==> config.mk <==
export PLATFORM = sky130hd
export DESIGN_NAME = load_store_unit
export DESIGN_NICKNAME = d
export VERILOG_FILES = /design/src/rtl/load_store_unit.sv
export SDC_FILE = /design/constraint.sdc
export NUM_CORES = 1
export LEC_CHECK = 0
export CAP_MARGIN = 40
export CELL_PAD_IN_SITES_DETAIL_PLACEMENT = 1
export CELL_PAD_IN_SITES_GLOBAL_PLACEMENT = 2
export CORE_MARGIN = 1.5
export CORE_UTILIZATION = 20
export DETAILED_ROUTE_END_ITERATION = 12
export GPL_ROUTABILITY_DRIVEN = 0
export PLACE_DENSITY_LB_ADDON = 0.25
export SLEW_MARGIN = 0
export SYNTH_ARGS = -nofsm -noshare
export SYNTH_HDL_FRONTEND = slang
export SYNTH_SLANG_ARGS = --single-unit
==> constraint.sdc <==
create_clock -name clk -period 1.69 [get_ports clk]
set_input_delay 0.338 -clock clk [delete_from_list [all_inputs] [get_ports clk]]
set_output_delay 0.338 -clock clk [all_outputs]
set_load 0.01 [all_outputs]
==> src/rtl/load_store_unit.sv <==
// -----------------------------------------------------------------------------
// load_store_unit
//   Sequences one data-memory access per issued load/store instruction.
//   The FSM runs IDLE -> BUSY -> DONE -> IDLE for loads/stores.
//   Any other opcode (and, when trapping is enabled, a misaligned access)
//   goes straight from IDLE to DONE without touching memory.
//
//   Configuration macro: MISALIGN_TRAP_EN
//     defined   : misaligned LW/SW/LH/LHU/SH are trapped and reported on
//                 the misalign port.
//     undefined : the misalign port is absent. Excess low address bits are
//                 ignored.
//
//   Handshake: dmem_req and its qualifiers (dmem_addr, dmem_we, dmem_wdata)
//   rise together on the edge that accepts the issue. They stay stable for
//   the whole of BUSY. The access completes on the first rising edge that
//   samples dmem_ack=1 while in BUSY, and then every request output drops
//   to 0. dmem_ack seen in any other state has no effect.
//
// Ports
//   clk, rst_n            clock, synchronous active-low reset
//   issue                 start request; sampled only in IDLE
//   instruction           opcode [6:0] and funct3 [14:12] are used
//   addr, store_data      ALU byte address and rs2 value
//   busy, done            state != IDLE; one-cycle completion pulse
//   load_data             loaded lane right-aligned to bit 0
//   dmem_*                data-memory request/response
//   misalign              trap flag, pulses with done (MISALIGN_TRAP_EN only)
//   dbg_state_o           current FSM state, for observation
// -----------------------------------------------------------------------------
module load_store_unit (
    input  logic        clk,
    input  logic        rst_n,
    input  logic        issue,
    input  logic [31:0] instruction,
    input  logic [31:0] addr,
    input  logic [31:0] store_data,
    output logic        busy,
    output logic        done,
    output logic [31:0] load_data,
    output logic        dmem_req,
    output logic [3:0]  dmem_we,
    output logic [31:0] dmem_addr,
    output logic [31:0] dmem_wdata,
    input  logic        dmem_ack,
    input  logic [31:0] dmem_rdata,
`ifdef MISALIGN_TRAP_EN
    output logic        misalign,
`endif
    output logic [1:0]  dbg_state_o
);

    localparam logic [6:0] OPC_LOAD  = 7'b0000011;
    localparam logic [6:0] OPC_STORE = 7'b0100011;

    typedef enum logic [1:0] {
        S_IDLE = 2'd0,
        S_BUSY = 2'd1,
        S_DONE = 2'd2
    } state_t;

    state_t      state_q;
    logic        done_q;
    logic [31:0] load_data_q;
    logic        req_q;
    logic [3:0]  we_q;
    logic [31:0] daddr_q;
    logic [31:0] wdata_q;
    logic [2:0]  funct3_q;
    logic [1:0]  off_q;
    logic        is_load_q;

    // Decode of the instruction currently presented at the issue port
    logic [6:0]  opcode;
    logic [2:0]  funct3;
    logic        is_load;
    logic        is_store;
    logic        mis_c;
    logic [3:0]  we_c;
    logic [31:0] wdata_c;
    logic [31:0] lane_c;

    // Only opcode and funct3 matter to this unit
    logic        unused_instr_bits;
    assign unused_instr_bits = ^{instruction[31:15], instruction[11:7]};

    assign opcode   = instruction[6:0];
    assign funct3   = instruction[14:12];
    assign is_load  = (opcode == OPC_LOAD);
    assign is_store = (opcode == OPC_STORE);

    always_comb begin
        we_c    = 4'b0000;
        wdata_c = 32'd0;
        if (is_store) begin
            case (funct3)
                3'b000: begin
                    we_c    = 4'b0001 << addr[1:0];
                    wdata_c = {4{store_data[7:0]}};
                end
                3'b001: begin
                    we_c    = 4'b0011 << {addr[1], 1'b0};
                    wdata_c = {2{store_data[15:0]}};
                end
                default: begin
                    we_c    = 4'b1111;
                    wdata_c = store_data;
                end
            endcase
        end
    end

`ifdef MISALIGN_TRAP_EN
    logic misalign_q;
    // funct3[1:0] = 10 is a word access, and 01 is a halfword access (signed or unsigned)
    always_comb begin
        mis_c = 1'b0;
        if (is_load || is_store) begin
            if (funct3[1:0] == 2'b10)
                mis_c = (addr[1:0] != 2'b00);
            else if (funct3[1:0] == 2'b01)
                mis_c = addr[0];
        end
    end
    assign misalign = misalign_q;
`else
    assign mis_c = 1'b0;
`endif

    // Lane extraction from the returning word, using the latched funct3/offset
    always_comb begin
        case (funct3_q)
            3'b000, 3'b100: lane_c = dmem_rdata >> {off_q, 3'b000};
            3'b001, 3'b101: lane_c = dmem_rdata >> {off_q[1], 4'b0000};
            default:        lane_c = dmem_rdata;
        endcase
    end

    always_ff @(posedge clk) begin
        if (!rst_n) begin
            state_q     <= S_IDLE;
            done_q      <= 1'b0;
            load_data_q <= 32'd0;
            req_q       <= 1'b0;
            we_q        <= 4'b0000;
            daddr_q     <= 32'd0;
            wdata_q     <= 32'd0;
            funct3_q    <= 3'b000;
            off_q       <= 2'b00;
            is_load_q   <= 1'b0;
`ifdef MISALIGN_TRAP_EN
            misalign_q  <= 1'b0;
`endif
        end else begin
            case (state_q)
                S_IDLE: begin
                    if (issue) begin
                        funct3_q  <= funct3;
                        off_q     <= addr[1:0];
                        is_load_q <= is_load;
                        if ((is_load || is_store) && !mis_c) begin
                            state_q <= S_BUSY;
                            req_q   <= 1'b1;
                            we_q    <= we_c;
                            daddr_q <= {addr[31:2], 2'b00};
                            wdata_q <= wdata_c;
                        end else begin
                            state_q    <= S_DONE;
                            done_q     <= 1'b1;
`ifdef MISALIGN_TRAP_EN
                            misalign_q <= mis_c;
`endif
                        end
                    end
                end
                S_BUSY: begin
                    if (dmem_ack) begin
                        state_q <= S_DONE;
                        done_q  <= 1'b1;
                        req_q   <= 1'b0;
                        we_q    <= 4'b0000;
                        daddr_q <= 32'd0;
                        wdata_q <= 32'd0;
                        if (is_load_q)
                            load_data_q <= lane_c;
                    end
                end
                default: begin
                    state_q    <= S_IDLE;
                    done_q     <= 1'b0;
`ifdef MISALIGN_TRAP_EN
                    misalign_q <= 1'b0;
`endif
                end
            endcase
        end
    end

    assign busy        = (state_q != S_IDLE);
    assign done        = done_q;
    assign load_data   = load_data_q;
    assign dmem_req    = req_q;
    assign dmem_we     = we_q;
    assign dmem_addr   = daddr_q;
    assign dmem_wdata  = wdata_q;
    assign dbg_state_o = state_q;

endmodule

==> Implementation_results.wiki <==
{| class="wikitable"
! Metric !! Value
|-
| Launching point of the worst reg2reg path || funct3_q[0]
|-
| Total overflow reported by the global router || 0
|-
| Fin nets || 869
|-
| Antenna cell count || 0
|-
| Maximum single-stage delay on the critical path || 0.50 ns
|-
| Hold-fix buffers at CTS || 0
|-
| Ratio of final minimum period to clock period || 98.2%
|-
| Multi-input logic area || 0.00244 mm^2
|-
| Fmax || 0.602 GHz
|-
| CTS tree || built
|-
| Final WS setup || 0.0302 ns
|-
| Number of inserted filler cells in the final layout || 2641
|-
| Flop and latch count out of synthesis || 107
|-
| Worst path bufs/invs || 2
|-
| Pwr dens || 707 mW/mm^2
|-
| Vias in the first global route || 5409
|-
| Clk Latency, worst-skew pair || 0.35 ns
|-
| Clk pin slew, worst setup/hold paths || 0.08 ns
|-
| Number of I/O port buffers || 212
|-
| CP startpoint kind || primary input
|-
| Starting density of the core || 20.6%
|-
| Terminus of the critical flop-to-flop path || load_data[2]
|-
| Ys flop type || dfxtp_1
|-
| Total number of H-tree levels || 3
|-
| Fraction of layout cells with a size suffix above 1 || 13.2%
|-
| Min-delay src || load_data[29]
|-
| Worst slack at placement || -0.393 ns
|-
| WHS Path Cells || 2
|-
| Share of Yosys cell area claimed by the top area cell type || 45.5%
|-
| Final hold viol count || 0
|-
| Wire length per cell after detailed routing || 18.4 um
|-
| Area leader, netlist || dfxtp_1
|-
| Hold Path Class || reg2reg
|-
| Sequential cell area in the final layout || 0.00214 mm^2
|-
| All-layer global routing usage || 16.1%
|-
| Overall power || 5.60 mW
|-
| Maximum number of pins on one net before global-route repair || 37
|-
| Sequential area share after synthesis || 45.5%
|-
| Dominant cell by count in the synthesized netlist || dfxtp_1
|-
| Die Span X || 156 um
|-
| Area added between synthesis and finish || 68.2%
|-
| Routed wire length || 19.4 mm
|-
| Total clock buffers created by CTS || 9
|-
| Classification of the worst setup path || in2reg
|-
| CP Capture Type || flop
|-
| Number of library cell types mapped by synthesis || 41
|-
| EDFF count, synth || 0
|-
| Detailed-route via count || 4845
|-
| Transition time at the pin with the least slew margin || 0.694 ns
|-
| Setup slack of the most critical reg-to-reg path || 0.09 ns
|-
| Leading post-synthesis cells by cell area || dfxtp_1 (45%), a22o_1 (7.8%), a21oi_1 (5.1%)
|-
| Initial antenna violation count || 0
|-
| Overall die area || 0.0245 mm^2
|-
| Sink of the worst hold path || load_data[29]
|-
| Cell count of the worst reg-to-reg path || 5
|-
| Area of the mapped netlist || 0.00471 mm^2
|-
| Clock skew || 0.00555 ns
|-
| Pre-antenna DRT Iters || 4
|-
| Total number of placement rows || 55
|-
| Placeable core region || 0.0228 mm^2
|-
| RSZ-0062 raised after global routing || true
|-
| Data required, critical path || 1.97 ns
|-
| Routed Antenna Nets || 0
|-
| Number of sinks handled by clock tree synthesis || 107
|-
| Number of max-cap violations || 0
|-
| Number of warning messages in the yosys log || 0
|-
| Count of mapped cells out of synthesis || 503
|-
| Standard cell with the maximum stage delay on the critical path || clkdlybuf4s50_1
|-
| Wire length of the first global-routing pass || 30.3 mm
|-
| Result of the run || finished clean
|-
| WP data arrival || 1.94 ns
|-
| Worst VDD drop || 0.453 mV
|-
| Via density per instance || 4.60
|-
| Tmin final || 1.66 ns
|-
| Clock root cell || clkbuf_16
|-
| Post-DP HPWL || 14.7 mm
|-
| Most frequent cells after synthesis || dfxtp_1 (107), a21oi_1 (48), nand2_1 (45)
|-
| Share of async-settable or async-resettable flops after synthesis || 0%
|-
| Crit-path cells || clkdlybuf4s50_1 > or3b_4 > nor4_4 > nand2_2 > buf_12 > o2bb2ai_1
|-
| Maximum fanout along the worst path || 24
|-
| Height of the die || 156 um
|-
| Mean instance size in the synthesized netlist || 9.36 um^2
|-
| Leakage power of the design || 2.98 nW
|-
| Tightest slew margin relative to the limit || 53.6%
|-
| IO Count || 237
|-
| Count of unresolved DRC violations after routing || 0
|-
| 1st-iter DRT viols || 131
|-
| Deepest clock path buffer count || 2
|-
| Final Max Tran Viols || 0
|-
| Crit path max-delay family || simple AND/OR/NAND/NOR gates
|-
| Setup-failing EPs final || 0
|}
## cells by family after synthesis
kind of cell / Yosys count / share of synthesized area, %
AO/OA/AOI/OAI: 208 / 30.7
AND/OR/NAND/NOR: 106 / 12.5
multiplexers: 31 / 6.77
buffers and inverters: 50 / 4.49
other: 1 / 0.0796
flip-flops: 107 / 45.5
## report_power, final
group | internal, mW | total [mW] | switching, mW
clock network | 1.18 | 2.26 | 1.08
logic | 0.436 | 0.797 | 0.360
registers | 2.53 | 2.54 | 0.00994
total | 4.15 | 5.60 | 1.45
## layout by cell type, fill, tap and decap left out, types with 9 or more instances in the layout
cell type and instances:
mux2i_1 24, a22o_1 42, nand3_1 9, clkdlybuf4s50_1 209
and4b_1 9, o21bai_1 14, o21ai_0 37, dfxtp_1 105
o2bb2ai_1 19, o211ai_1 16, nand2_1 44, a21oi_1 48
and2_1 14, buf_4 46, clkbuf_16 9, a21boi_0 15
## area by class of cell
type	count	area share (%)
multi-input combinational	347	30.8
tap	313	4.94
clock buffer	9	2.84
inverter	6	0.284
sequential	107	27.1
timing repair buffer	266	32.9
clock inverter	6	1.06
## layer usage
layer / vias to the layer above / wire length (um) / GRT usage [%]
met5: - / 0 / 0
met4: 0 / 347 / 5.40
met3: 21 / 1770 / 6.26
met2: 176 / 9250 / 27.8
met1: 2323 / 8030 / 18.1
li1: 2325 / - / -
## worst min-delay path: stages (launching register included)
cell and delay (ns):
dfxtp_1 0.32, nand2_1 0.05, a21oi_1 0.05
## flip-flops by register name (all words and copies together), names as in the netlist
signal       count
dmem_we          4
funct3_q         2
dmem_addr       30
done             1
dbg_state_o      2
load_data       32
dmem_wdata      32
off_q            2
dmem_req         1
is_load_q        1
## worst max-delay path by stage
stage          cells past startpoint            from             end
3_5_place_dp                       5           issue   dmem_addr[28]
4_1_cts                            6           issue  dmem_wdata[30]
2_1_floorplan                      6  instruction[4]   dmem_addr[13]
5_1_grt                            6        off_q[0]   load_data[23]
3_3_place_gp                       6  instruction[4]   dmem_wdata[6]
6_report                           6           issue  dmem_wdata[12]
## repair_timing
action	in CTS	in global routing
gates resized for setup	6	17
pin swaps	0	1
setup buffers	0	0
setup endpoints to repair	16	72
endpoints found under the hold margin	0	0
## per-stage QoR
| stage | instances | instance area [um^2] | setup TNS [ns] | hold WS [ns] | utilization [%] |
|---|---|---|---|---|---|
| floorplan | 504 | 4720 | 0 | 0.441 | - |
| global placement | 1039 | 7530 | -26.72 | 0.444 | 33.0 |
| detailed placement | 1039 | 7530 | -28.85 | 0.446 | 33.0 |
| CTS | 1054 | 7850 | -0.0178 | 0.464 | 34.4 |
| global route | 1054 | 7920 | -0.0723 | 0.487 | 34.7 |
| finish | 1054 | 7920 | 0 | 0.455 | 34.7 |
No activity file was read; power rests on OpenSTA's default activity.
